$ cat src/rtl/cfi_alert_unit_if.sv
// Port bundle for cfi_alert_unit: violation inputs, log FIFO drain, IRQ handshake and status.
interface cfi_alert_unit_if #(
  parameter int unsigned NR_PORTS = 2,
  parameter int unsigned PC_W     = 64
);
  logic [NR_PORTS-1:0]           viol_valid_i;
  logic [NR_PORTS-1:0][PC_W-1:0] viol_pc_i;
  logic [NR_PORTS-1:0][1:0]      viol_cause_i;
  logic                          log_valid_o;
  logic [PC_W-1:0]               log_pc_o;
  logic [1:0]                    log_cause_o;
  logic                          log_ready_i;
  logic                          irq_o;
  logic                          irq_ack_i;
  logic                          halt_o;
  logic                          clear_i;
  logic [7:0]                    viol_count_o;
  logic                          overflow_o;

  modport master (
    output viol_valid_i, viol_pc_i, viol_cause_i, log_ready_i, irq_ack_i, clear_i,
    input  log_valid_o, log_pc_o, log_cause_o, irq_o, halt_o, viol_count_o, overflow_o
  );

  modport slave (
    input  viol_valid_i, viol_pc_i, viol_cause_i, log_ready_i, irq_ack_i, clear_i,
    output log_valid_o, log_pc_o, log_cause_o, irq_o, halt_o, viol_count_o, overflow_o
  );
endinterface

$ cat src/rtl/cfi_alert_unit.sv
// CFI violation response: PC/cause log FIFO, saturating counter, IRQ handshake and
// threshold halt request.
module cfi_alert_unit #(
  parameter int unsigned NR_PORTS  = 2,
  parameter int unsigned DEPTH     = 4,
  parameter int unsigned THRESHOLD = 3,
  parameter int unsigned PC_W      = 64
) (
  input logic             clk_i,
  input logic             rst_i,
  cfi_alert_unit_if.slave bus
);

  localparam int unsigned AddrW = $clog2(DEPTH);
  localparam int unsigned PtrW  = AddrW + 1;

  typedef enum logic [1:0] {StIdle, StPend, StAcked} irq_state_e;

  logic [PC_W-1:0] pc_q    [DEPTH];
  logic [1:0]      cause_q [DEPTH];
  logic [PtrW-1:0] wptr_q, wptr_d, rptr_q, rptr_d;
  logic [PtrW-1:0] occupancy, free_slots, push_cnt;
  logic            fifo_empty, pop, drop;

  logic [NR_PORTS-1:0] wr_en;
  logic [AddrW-1:0]    wr_addr [NR_PORTS];

  logic [15:0] n_viol, count_sum;
  logic [7:0]  count_q, count_d, count_base;
  logic        halt_q, halt_d;
  logic        overflow_q, overflow_d;

  irq_state_e state_q, state_d;

  // Pointers carry an extra wrap bit so full and empty differ.
  assign occupancy  = wptr_q - rptr_q;
  assign free_slots = PtrW'(DEPTH) - occupancy;
  assign fifo_empty = (wptr_q == rptr_q);
  assign pop        = !fifo_empty && bus.log_ready_i;

  // Ports claim free slots in ascending order; space freed by a same-cycle pop is not reused.
  always_comb begin
    push_cnt = '0;
    drop     = 1'b0;
    wr_en    = '0;
    n_viol   = '0;
    for (int p = 0; p < NR_PORTS; p++) begin
      wr_addr[p] = '0;
      if (bus.viol_valid_i[p]) begin
        n_viol = n_viol + 16'd1;
        if (push_cnt < free_slots) begin
          wr_en[p]   = 1'b1;
          wr_addr[p] = wptr_q[AddrW-1:0] + push_cnt[AddrW-1:0];
          push_cnt   = push_cnt + PtrW'(1);
        end else begin
          drop = 1'b1;
        end
      end
    end
  end

  assign wptr_d = wptr_q + push_cnt;
  assign rptr_d = rptr_q + PtrW'(pop);

  always_ff @(posedge clk_i or posedge rst_i) begin
    if (rst_i) begin
      for (int i = 0; i < DEPTH; i++) begin
        pc_q[i]    <= '0;
        cause_q[i] <= '0;
      end
    end else begin
      for (int p = 0; p < NR_PORTS; p++) begin
        if (wr_en[p]) begin
          pc_q[wr_addr[p]]    <= bus.viol_pc_i[p];
          cause_q[wr_addr[p]] <= bus.viol_cause_i[p];
        end
      end
    end
  end

  // Counter, halt and overflow; dropped violations still count.
  always_comb begin
    count_base = bus.clear_i ? 8'd0 : count_q;
    count_sum  = {8'd0, count_base} + n_viol;
    count_d    = (count_sum > 16'd255) ? 8'hff : count_sum[7:0];
    halt_d     = ({8'd0, count_d} >= 16'(THRESHOLD));
    overflow_d = (overflow_q && !bus.clear_i) || drop;
  end

  always_ff @(posedge clk_i or posedge rst_i) begin
    if (rst_i) begin
      wptr_q     <= '0;
      rptr_q     <= '0;
      count_q    <= '0;
      halt_q     <= 1'b0;
      overflow_q <= 1'b0;
    end else begin
      wptr_q     <= wptr_d;
      rptr_q     <= rptr_d;
      count_q    <= count_d;
      halt_q     <= halt_d;
      overflow_q <= overflow_d;
    end
  end

  // IRQ FSM: state register.
  always_ff @(posedge clk_i or posedge rst_i) begin
    if (rst_i) begin
      state_q <= StIdle;
    end else begin
      state_q <= state_d;
    end
  end

  // IRQ FSM: next state. ACKED lasts one cycle so irq_o visibly drops before re-raising.
  always_comb begin
    state_d = state_q;
    unique case (state_q)
      StIdle:  if (n_viol != 16'd0) state_d = StPend;
      StPend:  if (bus.irq_ack_i) state_d = StAcked;
      StAcked: state_d = (!fifo_empty || n_viol != 16'd0) ? StPend : StIdle;
      default: state_d = StIdle;
    endcase
  end

  // IRQ FSM: outputs.
  always_comb begin
    bus.irq_o = (state_q == StPend);
  end

  assign bus.log_valid_o  = !fifo_empty;
  assign bus.log_pc_o     = fifo_empty ? '0 : pc_q[rptr_q[AddrW-1:0]];
  assign bus.log_cause_o  = fifo_empty ? '0 : cause_q[rptr_q[AddrW-1:0]];
  assign bus.viol_count_o = count_q;
  assign bus.halt_o       = halt_q;
  assign bus.overflow_o   = overflow_q;

endmodule

$ cat src/flat_wrapper.sv
// flat-port wrapper written by rule: the top's interface ports become plain ports
module cfi_alert_unit_flat 
#(
  parameter int unsigned NR_PORTS  = 2,
  parameter int unsigned DEPTH     = 4,
  parameter int unsigned THRESHOLD = 3,
  parameter int unsigned PC_W      = 64
)
  (clk_i, rst_i, bus_viol_valid_i, bus_viol_pc_i, bus_viol_cause_i, bus_log_ready_i, bus_irq_ack_i, bus_clear_i, bus_log_valid_o, bus_log_pc_o, bus_log_cause_o, bus_irq_o, bus_halt_o, bus_viol_count_o, bus_overflow_o);
  cfi_alert_unit_if #(.NR_PORTS(NR_PORTS), .PC_W(PC_W)) bus_i ();
  input logic clk_i;
  input logic rst_i;
  input wire logic [$bits(bus_i.viol_valid_i)-1:0] bus_viol_valid_i;
  input wire logic [$bits(bus_i.viol_pc_i)-1:0] bus_viol_pc_i;
  input wire logic [$bits(bus_i.viol_cause_i)-1:0] bus_viol_cause_i;
  input wire logic [$bits(bus_i.log_ready_i)-1:0] bus_log_ready_i;
  input wire logic [$bits(bus_i.irq_ack_i)-1:0] bus_irq_ack_i;
  input wire logic [$bits(bus_i.clear_i)-1:0] bus_clear_i;
  output wire logic [$bits(bus_i.log_valid_o)-1:0] bus_log_valid_o;
  output wire logic [$bits(bus_i.log_pc_o)-1:0] bus_log_pc_o;
  output wire logic [$bits(bus_i.log_cause_o)-1:0] bus_log_cause_o;
  output wire logic [$bits(bus_i.irq_o)-1:0] bus_irq_o;
  output wire logic [$bits(bus_i.halt_o)-1:0] bus_halt_o;
  output wire logic [$bits(bus_i.viol_count_o)-1:0] bus_viol_count_o;
  output wire logic [$bits(bus_i.overflow_o)-1:0] bus_overflow_o;
  assign bus_i.viol_valid_i = bus_viol_valid_i;
  assign bus_i.viol_pc_i = bus_viol_pc_i;
  assign bus_i.viol_cause_i = bus_viol_cause_i;
  assign bus_i.log_ready_i = bus_log_ready_i;
  assign bus_i.irq_ack_i = bus_irq_ack_i;
  assign bus_i.clear_i = bus_clear_i;
  assign bus_log_valid_o = bus_i.log_valid_o;
  assign bus_log_pc_o = bus_i.log_pc_o;
  assign bus_log_cause_o = bus_i.log_cause_o;
  assign bus_irq_o = bus_i.irq_o;
  assign bus_halt_o = bus_i.halt_o;
  assign bus_viol_count_o = bus_i.viol_count_o;
  assign bus_overflow_o = bus_i.overflow_o;
  cfi_alert_unit #(.NR_PORTS(NR_PORTS), .DEPTH(DEPTH), .THRESHOLD(THRESHOLD), .PC_W(PC_W)) u_core (.clk_i(clk_i), .rst_i(rst_i), .bus(bus_i));
endmodule
$ cat config.mk
export PLATFORM = sky130hd
export DESIGN_NAME = cfi_alert_unit_flat
export DESIGN_NICKNAME = d
export VERILOG_FILES = /design/src/rtl/cfi_alert_unit_if.sv /design/src/rtl/cfi_alert_unit.sv /design/src/flat_wrapper.sv
export SDC_FILE = /design/constraint.sdc
export NUM_CORES = 1
export LEC_CHECK = 0
export ABC_AREA = 1
export BUFFER_PORTS_ARGS = -buffer_cell sky130_fd_sc_hd__buf_2
export CAP_MARGIN = 20
export CORE_UTILIZATION = 59
export DETAILED_ROUTE_END_ITERATION = 8
export PLACE_DENSITY_LB_ADDON = 0.2
export SYNTH_ARGS = -nofsm -noshare
export SYNTH_HDL_FRONTEND = slang
export SYNTH_SLANG_ARGS = --single-unit
$ cat constraint.sdc
create_clock -name clk_i -period 11.9 [get_ports clk_i]
set_input_delay 2.38 -clock clk_i [delete_from_list [all_inputs] [get_ports clk_i]]
set_output_delay 2.38 -clock clk_i [all_outputs]
set_load 0.01 [all_outputs]
# After elaboration in Yosys (flattened, before gate mapping)

Index checks and enable logic that the tools add are counted.

Add/sub/neg operators: 8
Multiply operators: 0
Div/mod/pow operators: 0
Order comparisons: 9
Eq/ne operators: 5
Shifts and indexed selects: 0
Multiplexer cells: 48
Bitwise gates (word level): 3
Reduce and logical (&&, ||, !) cells: 11

Operators with widths:

| cell                                                            | number |
|---|---|
| bitwise mux 256 bit                                             | 2 |
| two-way mux 256 bit                                             | 2 |
| two-way mux 64 bit                                              | 5 |
| demux 64 bit (select 2 bit)                                     | 2 |
| binary-select mux 64 bit (select 2 bit)                         | 1 |
| two-way mux 8 bit                                               | 4 |
| two-way mux 2 bit                                               | 11 |
| adder 8 x 16 -> 16 bit                                          | 1 |
| bitwise mux 8 bit                                               | 2 |
| greater-than comparator 16 x 8 -> 1 bit (second input constant) | 1 |
| two-way mux 16 bit                                              | 1 |
| nonzero test 16 bit                                             | 1 |
| two-way mux 1 bit                                               | 11 |
| >= comparator 3 bit (second input constant)                     | 3 |
| two-way mux 3 bit                                               | 3 |
| inverter 2 -> 3 bit                                             | 3 |
| demux 2 bit (select 2 bit)                                      | 2 |
| >= comparator 8 x 2 -> 1 bit (second input constant)            | 1 |
| < comparator 3 x 1 -> 1 bit (second input constant)             | 2 |
| case mux 2 bit (3 select lines)                                 | 1 |
| binary-select mux 2 bit (select 2 bit)                          | 1 |
| logical AND 1 bit                                               | 4 |
| adder 3 x 1 -> 3 bit                                            | 1 |
| adder 3 x 1 -> 3 bit (second input constant)                    | 1 |
| other kinds (16)                                                | 18 |

Register bits: 282
Latch bits: 0
RAM bits: 0
Bits in read-only memories: 0
Input port bits: 139
Output and inout bits: 78
Logic and storage cells: 98
Memories kept: 0

# Logic depth before layout (Yosys ltp)

Gate-level depths: netlist (run 1).

Depth in word-level cells: 15
Mapped depth: 23
Mapped depth without buffers: 19

# Least setup slack after synthesis (run 1)

OpenSTA, ideal clock, no wires.

Path type: flip-flop to output port
Start point: reg u_core.rptr_q[0]
End point: out bus_log_pc_o[24]
Arrival time: 2.284 ns
Data required time: 9.520 ns
Slack: 7.236 ns
Cell stages (with the launch flop): 10
Buffers on the path: 4
Cells stage by stage: dfrtp_1 -> inv_1 -> clkbuf_1 -> clkbuf_1 -> ha_1 -> nand3_1 -> inv_1 -> clkbuf_1 -> buf_2 -> a21oi_1

Word-level cells in the longest chain between the ends: 5
Elaborated cells between the ends (all ways): 6
Those cells by class: eq/ne (1); mux (4); bitwise (1)

RTL lines:

| item                                                  | RTL line              | source |
|---|---|---|
| start: declaration                                    | cfi_alert_unit.sv:21  | `logic [PtrW-1:0] wptr_q, wptr_d, rptr_q, rptr_d;` |
| start signal: assignment                              | cfi_alert_unit.sv:99  | `rptr_q <= rptr_d;` |
| inverter 2 -> 3 bit (implied by the code)             | cfi_alert_unit.sv:132 | `assign bus.log_pc_o = fifo_empty ? '0 : pc_q[rptr_q[AddrW-1:0]];` |
| binary-select mux 64 bit (select 2 bit)               | cfi_alert_unit.sv:132 |  |
| two-way mux 64 bit (implied by the code) (2 in a row) | cfi_alert_unit.sv:132 |  |
| two-way mux 64 bit (*)                                | cfi_alert_unit.sv:132 |  |
| end: declaration                                      | flat_wrapper.sv:20    | `output wire logic [$bits(bus_i.log_pc_o)-1:0] bus_log_pc_o;` |

Mark *: on every way between the ends. The rest lies on a longest branch, timed or not. The select of a mux whose other input is x is not followed.

# Worst setup path after layout (run 1)

Start point: reg u_core.rptr_q[0]
End point: out bus_log_pc_o[13]

The elaborated chain is that of the path after synthesis.

==> impl_metrics.tcl, run 1 <==
set metrics [dict create \
    synthCells 2560 \
    grt_pass1_vias 16000 \
    synth_most_common_cell "nand2_1" \
    ant_nets 0 \
    rr_endpoint "u_core.pc_q[238]" \
    cts_tree "yes" \
    ff2ff_path_depth 20 \
    layout-drive-gt1-share_pct 11.6 \
    h-tree-depth 1 \
    synth_top_area_share_pct 41.6 \
    nets 2825 \
    vias_per_cell 5.50 \
    cts_sinks 282 \
    hold_viol 0 \
    path_cells "inv_4, ha_1, nand3_1, inv_2, buf_4, a21oi_1, buf_2" \
    yosysSeqAreaShare_pct 41.6 \
    total_power_w 0.00630 \
    synth_edf_count 0 \
    crit_slowest_cell "dfrtp_4" \
    tns_ns 0 \
    coreArea_um2 28000 \
    drt_iter0_markers 1738 \
    postSynthAreaPerCell_um2 6.62 \
    cpPeakStageDelay_ns 0.70 \
    grt_use_total_pct 35.2 \
    hold_buffers 0 \
    rsz0062_at_grt "no" \
    p_per_area_nw_per_um2 333 \
    fin_worst_skew_ns 0.00867 \
    fmax_mhz 170 \
    cp_max_fo 50 \
    cts-root-buf "clkbuf_16" \
    clock_latency_ns 0.56 \
    critPathLaunchType "flip-flop" \
    ys_types 29 \
    yosys_most_used_dff "dfrtp_1" \
    cts_resized 0 \
    fin_crit_ns 5.88 \
    slew_headroom_pct 28.2 \
    clk_pin_slew_worst_paths_ns 0.06 \
    ys_seq_elements 282 \
    cts_setup_buffers 0 \
    hold_path_end "u_core.state_q[0]" \
    place_congestion 0.840 \
    io_pins 217 \
    crit_required_ns 9.52 \
    grt_pass1_wl_um 81800 \
    die_width_um 171 \
    synth.area.top_cells "dfrtp_1, nand2_1, inv_1" \
    reg2reg_setup_slack_ns 7.69 \
    synth_warnings 0 \
    drc 0 \
    async_flop_share_pct 100 \
    clk_path_buf_depth 3 \
    via_count 16900 \
    overflow 0 \
    power_leakage_nw 10.8 \
    end_kind "output pin" \
    syn_area_um2 16900 \
    hp-start "u_core.state_q[0]" \
    cp.arrival_ns 3.50 \
    synthTopCellsByCount "nand2_1, inv_1, dfrtp_1, nand3_1, a21oi_1" \
    status "finished, final reports clean" \
    antenna_found_initial 1 \
    dieArea_um2 29400 \
    die_h_um 171 \
    fin_crit_sh_pct 49.4 \
    grt_max_degree 145 \
    wl_per_cell_um 16.8 \
    hp-class "flip-flop to flip-flop" \
    route.final.wire_length_um 51500 \
    post-dp-hpwl_um 30000 \
    worst_pin_slew_ns 1.07 \
    r2r_start "u_core.rptr_q[0]" \
    cts_inserted_buffers 30 \
    synth_fp_nets 2712 \
    portBuffers 216 \
    setup_viol 0 \
    first_pass_iters 8 \
    yosys.area.top_type "dfrtp_1" \
    start_util_pct 60.5 \
    syn2layout_area_growth_pct 11.5 \
    critPathKind "flip-flop to output pin" \
    whs_path_depth 1 \
    fp-row-count 61 \
    drv_cap 0 \
    vdd_ir_drop_max_uv 205 \
    slew_viol_final 0 \
]
routing by layer:
metal	vias up	share of wire, %	track usage, %
li1	8082	-	-
met1	7754	40	45.5
met2	916	46	58.4
met3	157	9.4	4.99
met4	0	4.2	16.5
met5	-	0	0
how the worst max path moves through the flow:
stage | endpoint | from | slack (ns)
floorplan | u_core.bus.halt_o | rst_i | 1.74
detailed placement | bus_log_pc_o[13] | u_core.rptr_q[0] | 6.64
global placement | u_core.cause_q[7] | rst_i | 6.68
global route | bus_log_pc_o[13] | u_core.rptr_q[0] | 5.80
CTS | bus_log_pc_o[13] | u_core.rptr_q[0] | 6.05
finish | bus_log_pc_o[13] | u_core.rptr_q[0] | 6.02
cells in the final DEF, fill, tap and decap left out, types with 2 or more instances in the layout:
cell,n
nor2_1,15
o21ai_0,134
ha_1,11
a21boi_0,2
buf_16,2
a21oi_1,200
clkinv_2,4
clkbuf_1,10
nand3_2,2
nand2_1,1090
xor2_1,5
clkbuf_8,8
clkbuf_16,31
nand4_1,5
nor2_4,4
nand4_4,4
buf_2,216
buf_4,25
inv_1,355
fa_1,2
dfrtp_1,280
nand3_1,269
inv_2,8
power by group:
group          total, W  internal [W]  switching (W)
sequential      0.00172       0.00149       0.000235
combinational   0.00364       0.00121        0.00243
clock          0.000931      0.000546       0.000385
cells by family after synthesis:
family,Yosys count,share of synthesized area [%]
AND/OR/NAND/NOR,1392,33.4
buffers and inverters,527,13.4
AO/OA/AOI/OAI,339,10.2
flip-flops,282,41.6
adder cells (fa/ha/maj),13,1.05
XOR/XNOR,7,0.406
area by class of cell:
cell class / count / area, um^2
antenna: 1 / 2.50
fill: 2482 / 9120
inverter: 365 / 1380
sequential: 282 / 7060
clock buffer: 49 / 923
multi-input combinational: 1751 / 7670
timing repair buffer: 243 / 1320
clock inverter: 5 / 50.0
tap: 378 / 473
flip-flops by register name, indices dropped and copies added (netlist names):
signal                   count
u_core.wptr_q                3
u_core.cause_q               8
u_core.rptr_q                3
u_core.bus.viol_count_o      8
u_core.bus.overflow_o        1
u_core.pc_q                256
u_core.state_q               2
u_core.bus.halt_o            1
per-stage QoR:
step | cell area [um^2] | setup WS (ns) | cells | hold slack (ns) | utilization [%]
after CTS | 18800 | 6.05 | 3071 | 0.483 | 67.2
final | 18900 | 6.02 | 3074 | 0.479 | 67.4
after detailed placement | 17900 | 6.64 | 3017 | 0.471 | 63.8
after global routing | 18900 | 5.80 | 3074 | 0.492 | 67.4
after floorplan | 16900 | 1.74 | 2560 | 0.434 | -
after global placement | 17900 | 6.68 | 3017 | 0.447 | 63.8
worst max-delay path: cells and delay by family (launching register included):
family                     cells  cell delay, ns
buffers and inverters          4            1.36
DFF                            1            0.70
adders and majority gates      1            0.50
and+or+nand+nor                1            0.19
AOI/OAI and AO/OA              1            0.18
Power figures use the tool's default switching activity.
==> run 2, diff against run 1 <==
Settings changed: CORE_UTILIZATION 59 to 53.
Clock period 11.9 ns to 4.95 ns, I/O delays scaled along.
==> run 2 against run 1 <==
  * Non-clock buffer count up 18
  * First-iteration DRC count down 12%
  * Critical endpoint is now bus_log_pc_o[3]
  * Worst hold slack improved by 0.0088 ns
  * Clock skew increased by 0.014 ns
  * Clock-buffer cell count is 8 higher
  * Die area is 11% higher
  * Setup slack lost 5.2 ns
  * Final area increased by 1.9%
  * Combinational power grew to 2.5 times the previous value
  * Via count up 0.22%
  * Utilization down 6.3 points
==> impl_metrics.tcl, run 2 (synthesis gave the netlist of run 1 again) <==
set metrics [dict create \
    nets 2847 \
    final_cell_count_no_fill 3122 \
    power_leakage_nw 10.9 \
    grt_use_total_pct 33.2 \
    worst_pin_slew_ns 0.994 \
    crit_required_ns 3.96 \
    layout-drive-gt1-share_pct 12.3 \
    cts_tree "yes" \
    drv_cap 0 \
    ant_nets 0 \
    cp.arrival_ns 3.13 \
    syn2layout_area_growth_pct 13.6 \
    coreArea_um2 31500 \
    final_area_um2 19300 \
    critPathKind "flip-flop to output pin" \
    tns_ns 0 \
    hold_viol 0 \
    layout_common_cells "nand2_1, inv_1, dfrtp_1" \
    cp_max_fo 76 \
    grt_max_degree 109 \
    place_ws_ns 0.917 \
    die_width_um 181 \
    p_per_area_nw_per_um2 815 \
    cts-root-buf "clkbuf_16" \
    first_pass_iters 6 \
    antenna_found_initial 2 \
    fin_worst_skew_ns 0.0222 \
    post-dp-hpwl_um 30900 \
    cts_resized 0 \
    drc 0 \
    fin_ws_ns 0.828 \
    slew_headroom_pct 33.6 \
    status "finished, final reports clean" \
    fin_crit_ns 4.12 \
    clk_path_buf_depth 3 \
    grt_pass1_wl_um 86800 \
    clock_latency_ns 0.52 \
    die_h_um 181 \
    setup_viol 0 \
    dieArea_um2 32700 \
    via_count 16900 \
    cts_sinks 282 \
    largest_register_ffs 256 \
    overflow 0 \
    critPathLaunchType "flip-flop" \
    place_congestion 0.852 \
    layout_commonest_cell "nand2_1" \
    top_register "u_core.pc_q" \
    io_pins 217 \
    fin_crit_sh_pct 83.3 \
    placed_cell_area_um2 18100 \
    clk_pin_slew_worst_paths_ns 0.06 \
    wl_per_cell_um 17.2 \
    fp-row-count 65 \
    grt_pass1_vias 16300 \
    cts_inserted_buffers 34 \
    start_util_pct 53.8 \
    dp.cells 3060 \
    slew_viol_final 0 \
    hp-class "flip-flop to flip-flop" \
    h-tree-depth 2 \
    route.final.wire_length_um 53600 \
    portBuffers 216 \
    end_kind "output pin" \
    fmax_mhz 243 \
    vdd_ir_drop_max_uv 463 \
    hold_buffers 0 \
    drt_iter0_markers 1531 \
    vias_per_cell 5.43 \
    rsz0062_at_grt "no" \
    cts_setup_buffers 0 \
]
## run 2: changes by cell type in the layout (fill, tap and decap cells not counted)
cell and change:
buf_12 +6, buf_16 -2, buf_4 +13, buf_8 +1, clkbuf_1 +1, clkbuf_16 +6, clkbuf_8 +1, clkinv_2 -4
clkinvlp_4 +2, diode_2 +1, inv_8 -1
## run 2: cell type report
type                            count  area, um^2
Fill cell                        2920       12200
Multi-Input combinational cell   1751        7670
Sequential cell                   282        7060
Timing Repair Buffer              261        1500
Inverter                          365        1380
Clock buffer                       57        1090
Tap cell                          402         503
Clock inverter                      2        37.5
Antenna cell                        2        5.00
## run 2: metrics by stage
| step | power, W | hold WS, ns | utilization (%) |
|---|---|---|---|
| after floorplan | 0.0104 | 0.434 | - |
| after global placement | 0.0128 | 0.450 | 57.5 |
| after detailed placement | 0.0130 | 0.472 | 57.5 |
| after CTS | 0.0156 | 0.483 | 61.1 |
| after global routing | 0.0170 | 0.547 | 61.2 |
| final | 0.0157 | 0.488 | 61.2 |
## run 2: worst max-delay path, cell delays in order (launching register included)
cell and delay (ns):
dfrtp_4 0.42, buf_4 0.50, buf_4 0.74, o21ai_0 0.22, a21oi_1 0.41, buf_2 0.22
## run 2: final timing paths
path | from | end | slack [ns] | cells past startpoint
max in group asynchronous | rst_i | u_core.pc_q[105] | 3.13 | 3
min | u_core.state_q[0] | u_core.state_q[0] | 0.49 | 1
min reg2reg | u_core.state_q[0] | u_core.state_q[0] | 0.49 | 1
min in group asynchronous | rst_i | u_core.bus.halt_o | 0.69 | 2
max reg2reg | u_core.rptr_q[0] | u_core.pc_q[202] | 0.88 | 20
max | u_core.rptr_q[0] | bus_log_pc_o[3] | 0.83 | 5
## run 2: power breakdown
group	leakage (nW)	internal, W	switching (W)
Combinational	7.10	0.00302	0.00610
Clock	0.548	0.00155	0.000983
Sequential	3.30	0.00358	0.000456
## run 2: per-layer routing
metal  vias to the layer above  wire [um]  global-route usage, %
li1                       8134          -                      -
met1                      7829      21700                   43.2
met2                       866      25100                   55.7
met3                       117       5060                   5.10
met4                         0       1660                   12.4
met5                         -          0                      0
